==> config.mk <==
export PLATFORM = sky130hd
export DESIGN_NAME = coeff_loader
export DESIGN_NICKNAME = d
export VERILOG_FILES = /design/src/rtl/coeff_loader.sv
export SDC_FILE = /design/constraint.sdc
export NUM_CORES = 1
export LEC_CHECK = 0
export BUFFER_PORTS_ARGS = -buffer_cell sky130_fd_sc_hd__buf_2
export CORE_ASPECT_RATIO = 1.5
export CORE_MARGIN = 10
export CORE_UTILIZATION = 28
export CTS_CLUSTER_SIZE = 16
export DETAILED_ROUTE_END_ITERATION = 8
export PLACE_DENSITY = 0.61
export SETUP_SLACK_MARGIN = 0.5
export SYNTH_ARGS = -nofsm -noshare
export SYNTH_HDL_FRONTEND = slang
export SYNTH_SLANG_ARGS = --single-unit
==> constraint.sdc <==
create_clock -name clk -period 2 [get_ports clk]
set_input_delay 0.3 -clock clk [delete_from_list [all_inputs] [get_ports clk]]
set_output_delay 0.3 -clock clk [all_outputs]
set_load 0.005 [all_outputs]
==> src/rtl/coeff_loader.sv <==
// ---------------------------------------------------------------------------
// coeff_loader
//
// Streams one polynomial (NWORDS 32-bit words, two 16-bit coefficients each)
// from a valid/ready source into the coefficient RAM of an NTT core. Then it
// hands control to the core and waits for the core's done flag.
//
// FSM: IDLE -> LOAD -> SETTLE -> RUN -> IDLE
//   IDLE   : waits for go. go latches mode_sel into mode and clears the word
//            counter and err.
//   LOAD   : accepts words. Each accepted word k becomes one RAM write in the
//            next cycle, at addresses (2k, 2k+1).
//   SETTLE : one cycle after the final write, with start still high.
//   RUN    : start is low and the core owns the RAM. Leaves on done_in.
//
// Handshake (upstream): a word transfers on a rising edge where
//   s_valid && s_ready. s_ready depends only on loader state. It is high in
//   LOAD while fewer than NWORDS words have been taken. s_valid may drop at
//   any time; a stall inserts a cycle with we=0. The write addresses and
//   write data hold their last values while we=0.
//
// Ports:
//   clk          clock; all logic is on its rising edge
//   rst          synchronous, active-low reset
//   go           load request; honoured only in IDLE
//   mode_sel     0 = NTT, 1 = INTT; sampled when go is accepted
//   s_valid      upstream word valid
//   s_data       [31:16] even coefficient, [15:0] odd coefficient
//   s_ready      loader accepts a word this cycle
//   done_in      transform complete from the core; honoured only in RUN
//   start        external-address select / load phase (LOAD and SETTLE)
//   mode         registered mode_sel
//   we           RAM write enable
//   address_ina  even-coefficient write address (2k)
//   address_inb  odd-coefficient write address (2k+1)
//   data_ina     even coefficient
//   data_inb     odd coefficient
//   busy         high in any state other than IDLE
//   err          sticky range-check error flag
//   state_dbg    current FSM state (0 IDLE, 1 LOAD, 2 SETTLE, 3 RUN)
//
// Build option: defining COEFF_RANGE_CHECK_EN enables the range check. When
// enabled, err is set if an accepted coefficient is >= Q. The coefficient is
// still written unchanged. When the option is not defined, err is tied to 0.
// ---------------------------------------------------------------------------
module coeff_loader #(
  parameter int NWORDS = 128,
  parameter int Q      = 3329
) (
  input  logic        clk,
  input  logic        rst,
  input  logic        go,
  input  logic        mode_sel,
  input  logic        s_valid,
  input  logic [31:0] s_data,
  output logic        s_ready,
  input  logic        done_in,
  output logic        start,
  output logic        mode,
  output logic        we,
  output logic [7:0]  address_ina,
  output logic [7:0]  address_inb,
  output logic [15:0] data_ina,
  output logic [15:0] data_inb,
  output logic        busy,
  output logic        err,
  output logic [1:0]  state_dbg
);

  // The counter must be able to hold NWORDS itself. "Full" is then a
  // reachable value, so the counter never wraps.
  localparam int CW = $clog2(NWORDS + 1);
  localparam logic [CW-1:0] CNT_FULL = CW'(NWORDS);

  typedef enum logic [1:0] {
    IDLE   = 2'd0,
    LOAD   = 2'd1,
    SETTLE = 2'd2,
    RUN    = 2'd3
  } state_t;

  state_t        state;
  state_t        state_next;
  logic [CW-1:0] cnt;
  logic          go_acc;
  logic          accept;

  assign go_acc    = (state == IDLE) && go;
  assign s_ready   = (state == LOAD) && (cnt < CNT_FULL);
  assign accept    = s_valid && s_ready;
  assign start     = (state == LOAD) || (state == SETTLE);
  assign busy      = (state != IDLE);
  assign state_dbg = state;

  // State register
  always_ff @(posedge clk) begin
    if (!rst) begin
      state <= IDLE;
    end else begin
      state <= state_next;
    end
  end

  // Next-state logic
  always_comb begin
    state_next = state;
    case (state)
      IDLE:   if (go) state_next = LOAD;
      // cnt reaches CNT_FULL on the edge that takes the last word. The FSM
      // therefore leaves LOAD only after the final write cycle.
      LOAD:   if (cnt == CNT_FULL) state_next = SETTLE;
      SETTLE: state_next = RUN;
      RUN:    if (done_in) state_next = IDLE;
      default: state_next = IDLE;
    endcase
  end

  // Word counter, mode latch and the one-cycle write pipeline
  always_ff @(posedge clk) begin
    if (!rst) begin
      cnt         <= '0;
      mode        <= 1'b0;
      we          <= 1'b0;
      address_ina <= 8'd0;
      address_inb <= 8'd0;
      data_ina    <= 16'd0;
      data_inb    <= 16'd0;
    end else begin
      we <= accept;
      if (go_acc) begin
        cnt  <= '0;
        mode <= mode_sel;
      end
      if (accept) begin
        cnt         <= cnt + CW'(1);
        address_ina <= 8'({cnt, 1'b0});
        address_inb <= 8'({cnt, 1'b1});
        data_ina    <= s_data[31:16];
        data_inb    <= s_data[15:0];
      end
    end
  end

`ifdef COEFF_RANGE_CHECK_EN
  // The comparison is one bit wider than the data, so any Q up to 65536 is
  // representable.
  localparam logic [16:0] Q_LIM = 17'(Q);
  logic even_oor;
  logic odd_oor;

  assign even_oor = ({1'b0, s_data[31:16]} >= Q_LIM);
  assign odd_oor  = ({1'b0, s_data[15:0]}  >= Q_LIM);

  always_ff @(posedge clk) begin
    if (!rst) begin
      err <= 1'b0;
    end else if (go_acc) begin
      err <= 1'b0;
    end else if (accept && (even_oor || odd_oor)) begin
      err <= 1'b1;
    end
  end
`else
  assign err = 1'b0;
`endif

endmodule

-- Word level (Yosys, flattened, before mapping)
Cells that the tools add are included.
- $add $sub $neg: 1
- order comparisons: 1
- equality and inequality tests: 7
- mux-type cells: 6
- reductions and logical operators: 8
- operator list (kind ; number):
    $mux 8 ; 2
    $add 8x1->8 const B ; 1
    $eq 8x8->1 const B ; 1
    $lt 8x8->1 const B ; 1
    $pmux 2 s4 ; 1
    $mux 2 ; 3
    $eq 2x2->1 const B ; 2
    $ne 2x2->1 const B ; 2
    $reduce_bool 2->1 ; 2
    $logic_and 1x1->1 ; 3
    $reduce_and 3->1 ; 1
    $eq 2x1->1 const B ; 1
    $logic_not 2->1 ; 1
    $ne 2x1->1 const B ; 1
    $logic_or 1x1->1 ; 1
- bits in registers: 59
- bits of input ports: 38
- output and inout port bits: 56
- logic and storage cells: 31

-- Logic depth before layout (Yosys ltp)
Gate-level depths: netlist of the first run.
- depth in word-level cells: 4
- depth in mapped cells: 7
- mapped depth without buffers: 6

-- Worst setup path after synthesis of the first run
No wires, ideal clock.
- path kind: register to register
- start: register state[1], in the netlist state_dbg[1]
- end: register data_ina[10]
- setup time: 0.071 ns
- data arrival time: 1.562 ns
- required time: 1.929 ns
- path slack: 0.367 ns
- stages on the path, launching flop included: 8
- path buffers: 2
- clock period less this slack: 1.633 ns
- cell sequence: dfxtp_1 -> inv_1 -> ha_1 -> nand3b_1 -> clkbuf_1 -> buf_1 -> nand2_1 -> a21oi_1
- word-level cells in the longest chain between the ends: 3
- RTL lines (what ; RTL line ; RTL):
    start: declaration ; 82 ; state_t state;
    start signal: assignment ; 100 ; state <= state_next;
    $eq 2x1->1 ; 89 ; assign s_ready = (state == LOAD) && (cnt < CNT_FULL);
    $logic_and 1x1->1 ; 89 ;
    $logic_and 1x1->1 ; 90 ; assign accept = s_valid && s_ready;
    end signal: assignment ; 138 ; data_ina <= s_data[31:16];
    end: declaration ; 63 ; output logic [15:0] data_ina,
Every way passes these cells.
A chain may end at the register's enable or synchronous reset.

-- Final worst setup path of the first run
- start: register state[1], in the netlist state_dbg[1]
- end: register cnt[2]
- word-level cells in the longest chain between the ends: 4
- elaborated cells on any way between the ends: 7
- those cells by class: eq/ne (1); mux (1); reduce/logical (5)
- RTL lines (what ; RTL line ; RTL):
    $eq 2x1->1 ; 89 ;
    $logic_and 1x1->1 ; 89 ;
    $logic_and 1x1->1 ; 90 ;
    $mux 8 or $reduce_bool 2->1 (tied branches) ; n/a ;
    end signal: assignment ; 135 ; cnt <= cnt + CW'(1);
    end: declaration ; 84 ; logic [CW-1:0] cnt;
Parallel ways exist; a longest one is shown, timed or not.

==> results of run 1 <==
[cell usage in the layout (no fill, tap or decap), drive strengths merged, types with 4 or more instances in the layout]
master / instances
nor2: 12
nand2: 83
o21ai: 4
dfxtp: 52
inv: 6
clkbuf: 5
ha: 7
a21oi: 48
nand3: 6
buf: 106
[logic make-up (layout without fill, tap and decap cells)]
| kind of cell | after synthesis | in the layout | share of synthesized area, % |
|---|---|---|---|
| other cells | 1 | 2 | 0.179 |
| xor+xnor | 1 | 1 | 0.417 |
| fa+ha+maj | 7 | 7 | 4.17 |
| mux | 1 | 1 | 0.536 |
| simple gates | 110 | 110 | 21.4 |
| compound gates | 59 | 59 | 16.0 |
| flops | 52 | 52 | 49.6 |
| buf+inv | 32 | 121 | 7.68 |
[power groups by stage]
stage	Combinational (mW)	Sequential, mW	Clock [mW]
floorplan	0.562	1.28	0
global placement	0.903	1.26	0
detailed placement	0.908	1.26	0
CTS	1.03	1.25	0.760
global route	1.27	1.29	0.800
finish	1.14	1.26	0.722
[how the worst min path moves through the flow]
stage / start / end / slack, ps / cells past startpoint
4_1_cts: s_data[15] / data_inb[15]$_SDFFE_PN0P_ / 200 / 3
3_3_place_gp: data_inb[13]$_SDFFE_PN0P_ / data_inb[13]$_SDFFE_PN0P_ / 440 / 2
3_5_place_dp: data_ina[14]$_SDFFE_PN0P_ / data_ina[14]$_SDFFE_PN0P_ / 440 / 2
6_report: s_data[31] / data_ina[15]$_SDFFE_PN0P_ / 220 / 3
2_1_floorplan: rst / cnt[3]$_SDFFE_PN0P_ / 440 / 2
5_1_grt: s_data[0] / data_inb[0]$_SDFFE_PN0P_ / 210 / 3
[sequential cells by signal (all words and copies together) (netlist names)]
signal / cells
data_inb: 16
cnt: 8
we: 1
data_ina: 16
address_inb: 8
state_dbg: 2
mode: 1
[worst max-delay path: cells and delay by family, from the launching register on]
| kind | cells | cell delay [ps] |
|---|---|---|
| flip-flops | 1 | 380 |
| AND/OR/NAND/NOR | 1 | 310 |
| AO/OA/AOI/OAI | 2 | 290 |
| buffers and inverters | 2 | 260 |
| adder cells (fa/ha/maj) | 1 | 140 |
[per-stage QoR]
stage | area [um^2] | total power, mW
floorplan | 2120 | 1.84
global placement | 2590 | 2.16
detailed placement | 2590 | 2.17
CTS | 2790 | 3.04
global route | 2890 | 3.35
finish | 2890 | 3.12
[metal layers]
metal  global-route usage [%]  wire, um  vias to the layer above
met5                        0         0                        -
met4                     4.98       111                        0
met3                     3.21       371                        6
met2                     17.6      3150                       46
met1                     10.1      2220                      889
li1                         -         -                     1022
[area by class of cell]
cell class | instances | share of cell area, %
flip-flops and latches | 52 | 36.7
multi-input cells | 180 | 33.9
repair buffers | 106 | 20.1
well taps | 100 | 4.32
clock buffers | 5 | 2.38
clock inverters | 3 | 1.47
inverters | 7 | 1.08
[timing repair]
item	4_1_cts	5_1_grt
pin swaps	6	9
resized for setup	18	17
setup endpoints to repair	35	42
setup buffers	3	7
==> impl_metrics.tcl, run 1 <==
set metrics [dict create \
    final_util_pct 39.8 \
    crit_path_end_kind "flip-flop" \
    worst_slew_pin_slew_ps 514 \
    routedWlPerCell_um 12.9 \
    synth.cell_area_mm2 0.00210 \
    p_int_mw 2.09 \
    r2r_end "cnt[2]$_SDFFE_PN0P_" \
    yosysWarningCount 0 \
    holdCritPathClass "in -> reg" \
    clock_skew_ps 8.40 \
    std_cell_rows 38 \
    critPathKind "reg -> reg" \
    cp_slowest_cell "dfxtp_4" \
    path_clk_slew_ps 100 \
    rsz0062_at_grt "true" \
    cts-root-buf "clkbuf_8" \
    reg2reg_depth 6 \
    cp_max_fo 15 \
    antenna_found_initial 0 \
    timing.final.ws_setup_ps 542 \
    critPathMaxStageDelay_ps 380 \
    clk_latency_ps 310 \
    endpoint "cnt[2]$_SDFFE_PN0P_" \
    ir_drop_uv 567 \
    grt_max_degree 49 \
    maxCapViolCount 0 \
    synth_top_cell_by_area "dfxtp_1" \
    slew_violations 0 \
    drcViolationCount 0 \
    start_kind "flip-flop" \
    hpwl_um 4220 \
    cts_sinks 52 \
    ys_top_cells_by_area "dfxtp_1, nand2_1, a21oi_1, ha_1, buf_4" \
    pre_cts_ws_ps 389 \
    finalSetupTns_ps 0 \
    hold_buffers 0 \
    synth_seq_area_share_pct 49.6 \
    initial_core_util_pct 28.9 \
    io_pins 94 \
    grt.overflow.total 0 \
    seqCellArea_mm2 0.00106 \
    r2r_slack_ps 540 \
    timing.final.crit_share_pct 72.9 \
    reg2reg_from "state_dbg[1]$_SDFFE_PN0P_" \
    die_h_um 126 \
    numCtsBuffers 5 \
    vias_per_cell 4.33 \
    drt_iter0_drc 75 \
    pwr-share-clk_pct 23.1 \
    placedCellCount 435 \
    p_leak_nw 1.27 \
    first_global_vias 1853 \
    synth_edf_count 0 \
    multi_input_area_um2 982 \
    synth.distinct_cells 31 \
    cp_data_required_time_ps 2220 \
    syn_to_final_growth_pct 37.8 \
    drive_above_1_share_pct 39.9 \
    place.gp.congestion 0.747 \
    finalHoldViolCount 0 \
    die-area_mm2 0.0114 \
    max_freq_mhz 686 \
    cellPowerDensity_mw_per_mm2 1080 \
    crit_path_start "state_dbg[1]$_SDFFE_PN0P_" \
    port_buffers 91 \
    nFillCells 769 \
    cp_cell_sequence "inv_6, ha_4, and3b_2, buf_6, a21oi_1, a211oi_1" \
    antenna_cells 0 \
    slew-limit-headroom_pct 65.8 \
    wl_um 5860 \
    post-route-min-period_ps 1460 \
    avgSynthCellArea_um2 7.99 \
    synthArstFlopShare_pct 0 \
    cts_tree "built" \
    arrival_ps 1680 \
    finalSetupViolations 0 \
    clock_path_buffers 2 \
    instances_no_fill 453 \
    gr-usage-all-layers_pct 9.90 \
    power_switching_mw 1.04 \
    htree_levels 2 \
    fin_hold_ws_ps 216 \
    power_frac_seq_pct 40.5 \
    grt_pass1_wl_um 9320 \
    p_comb_share_pct 36.4 \
    ys_seq_elements 52 \
    vias 1963 \
    die_width_um 90.7 \
    ant_nets 0 \
    yosysMostFrequentCell "nand2_1" \
    synth_top_area_share_pct 49.6 \
    syn_inst 263 \
    synthFlopType "dfxtp_1" \
    status "completed" \
    nNetsFinal 397 \
    swShare_pct 33.2 \
    synth_common_cells "nand2_1, dfxtp_1, a21oi_1" \
    fp.coreArea_mm2 0.00727 \
    first_pass_iters 4 \
]
Note: power is estimated with default switching activity, not from simulation.
==> run 2: changes to the inputs <==
--- a/config.mk
+++ b/config.mk
@@ -11,7 +11,7 @@
 export CORE_UTILIZATION = 28
 export CTS_CLUSTER_SIZE = 16
 export DETAILED_ROUTE_END_ITERATION = 8
-export PLACE_DENSITY = 0.61
+export PLACE_DENSITY = 0.63
 export SETUP_SLACK_MARGIN = 0.5
 export SYNTH_ARGS = -nofsm -noshare
 export SYNTH_HDL_FRONTEND = slang
==> constraint.sdc (replaced) <==
create_clock -name clk -period 1.3 [get_ports clk]
set_input_delay 0.195 -clock clk [delete_from_list [all_inputs] [get_ports clk]]
set_output_delay 0.195 -clock clk [all_outputs]
set_load 0.005 [all_outputs]
==> impl_metrics.tcl, run 2 (same netlist as run 1, synthesis figures left out) <==
set metrics [dict create \
    die_width_um 90.7 \
    finalSetupViolations 51 \
    cp_slowest_cell "or3_4" \
    post-route-min-period_ps 1520 \
    r2r_end "state_dbg[1]$_SDFFE_PN0P_" \
    vias_per_cell 4.59 \
    clk_latency_ps 300 \
    largestRegisters "data_ina (16), data_inb (16)" \
    maxCapViolCount 0 \
    p_int_mw 4.88 \
    hpwl_um 4660 \
    io_pins 94 \
    std_cell_rows 38 \
    drive_above_1_share_pct 78.2 \
    p_comb_share_pct 51.1 \
    nFillCells 621 \
    die-area_mm2 0.0114 \
    placedCellCount 457 \
    p_total_mw 7.14 \
    numCtsBuffers 5 \
    first_global_vias 2306 \
    hold_depth 3 \
    holdCritPathClass "in -> reg" \
    reg2reg_depth 5 \
    grt_max_degree 18 \
    port_buffers 91 \
    nNetsFinal 439 \
    antenna_cells 0 \
    antenna_found_initial 0 \
    grt.overflow.total 0 \
    power_frac_seq_pct 27.9 \
    grt_pass1_wl_um 11300 \
    pwr-share-clk_pct 21.0 \
    critPathKind "reg -> reg" \
    holdPathEnd "mode$_SDFFE_PN0P_" \
    critPathMaxStageDelay_ps 390 \
    drt_iter0_drc 82 \
    fp.coreArea_mm2 0.00727 \
    reg2reg_from "cnt[3]$_SDFFE_PN0P_" \
    min_from "mode_sel" \
    crit_path_end_kind "flip-flop" \
    cts_sinks 52 \
    ant_nets 0 \
    failed_checks "negative setup slack" \
    status "complete, but fails checks" \
    cp_max_fo 3 \
    timing.final.crit_share_pct 117 \
    first_pass_iters 4 \
    gr-usage-all-layers_pct 12.0 \
    cts_tree "built" \
    initial_core_util_pct 28.9 \
    cts-root-buf "clkbuf_8" \
    instances_no_fill 495 \
    slew_violations 0 \
    wl_um 7860 \
    r2r_slack_ps -220 \
    p_leak_nw 2.00 \
    crit_family "compound AO/OA/AOI/OAI gates" \
    start_kind "flip-flop" \
    finalHoldViolCount 0 \
    routedWlPerCell_um 15.9 \
    crit_buf_inv 1 \
    place.gp.congestion 0.837 \
    swShare_pct 31.6 \
    max_freq_mhz 660 \
    cp_data_required_time_ps 1490 \
    path_clk_slew_ps 100 \
    htree_levels 2 \
    timing.final.ws_setup_ps -216 \
    vias 2270 \
    syn_to_final_growth_pct 103 \
    power_switching_mw 2.26 \
    clock_skew_ps 8.04 \
    ir_drop_uv 1250 \
    arrival_ps 1710 \
    cellPowerDensity_mw_per_mm2 1670 \
    rsz0062_at_grt "true" \
    die_h_um 126 \
    drcViolationCount 0 \
    cp_cell_sequence "or3_4, o41ai_4, buf_4, a21o_2, a21oi_1" \
    most-common-layout-cells "buf_6, buf_2, dfxtp_2" \
    clock_path_buffers 2 \
    final_common_cell "buf_6" \
]
[run 2: tightest hold or removal path, cell delays in order]
cell and delay (ps):
buf_2 100, nand3_2 50, a21oi_1 50
[run 2: cell type report]
type | instances | area, um^2 | area share, %
flip-flops and latches | 52 | 1100 | 25.9
repair buffers | 148 | 1410 | 33.0
clock buffers | 5 | 68.8 | 1.61
well taps | 100 | 125 | 2.93
clock inverters | 3 | 90.1 | 2.11
inverters | 7 | 31.3 | 0.734
multi-input cells | 180 | 1440 | 33.7
[run 2: how the worst max path moves through the flow]
| stage | from | end | slack, ps | cells past startpoint |
|---|---|---|---|---|
| 2_1_floorplan | cnt[2]$_SDFFE_PN0P_ | state_dbg[0]$_SDFFE_PN0P_ | -140 | 5 |
| 3_3_place_gp | cnt[4]$_SDFFE_PN0P_ | state_dbg[0]$_SDFFE_PN0P_ | -110 | 4 |
| 3_5_place_dp | cnt[4]$_SDFFE_PN0P_ | state_dbg[0]$_SDFFE_PN0P_ | -190 | 4 |
| 4_1_cts | cnt[3]$_SDFFE_PN0P_ | state_dbg[0]$_SDFFE_PN0P_ | -150 | 4 |
| 5_1_grt | cnt[3]$_SDFFE_PN0P_ | state_dbg[1]$_SDFFE_PN0P_ | -270 | 5 |
| 6_report | cnt[3]$_SDFFE_PN0P_ | state_dbg[1]$_SDFFE_PN0P_ | -220 | 5 |
[run 2: what timing repair did]
| action | CTS | global route |
|---|---|---|
| hold buffers | 0 | 0 |
| pin swaps | 43 | 45 |
| endpoints found under the setup margin | 106 | 106 |
| resized for setup | 137 | 129 |
| gates cloned | 5 | 0 |
| buffers inserted | 16 | 9 |
[run 2: stage by stage]
| stage | worst slack [ps] | util, % | cell area [um^2] | hold WS (ps) | TNS [ps] |
|---|---|---|---|---|---|
| CTS | -150 | 50.2 | 3650 | 96.9 | -5170 |
| global route | -267 | 58.6 | 4260 | 102 | -6930 |
| global placement | -114 | 38.5 | 2800 | 435 | -1310 |
| detailed placement | -194 | 38.5 | 2800 | 444 | -3360 |
| floorplan | -135 | - | 2170 | 331 | -1470 |
| finish | -216 | 58.6 | 4260 | 117 | -5610 |
[run 2: routing by layer]
metal / part of all wire (%) / global-route usage (%) / vias up
met5: 0 / 0 / -
met4: 1.9 / 6.02 / 0
met3: 4.2 / 2.50 / 9
met2: 58 / 23.1 / 53
met1: 36 / 11.5 / 1099
li1: - / - / 1109
[run 2: power groups by stage]
| stage | Clock, mW | Combinational, mW | Sequential [mW] |
|---|---|---|---|
| after floorplan | 0 | 0.972 | 1.98 |
| after global placement | 0 | 1.75 | 1.93 |
| after detailed placement | 0 | 1.79 | 1.94 |
| after CTS | 1.54 | 2.93 | 1.95 |
| after global routing | 1.61 | 3.91 | 2.01 |
| final | 1.50 | 3.64 | 1.99 |
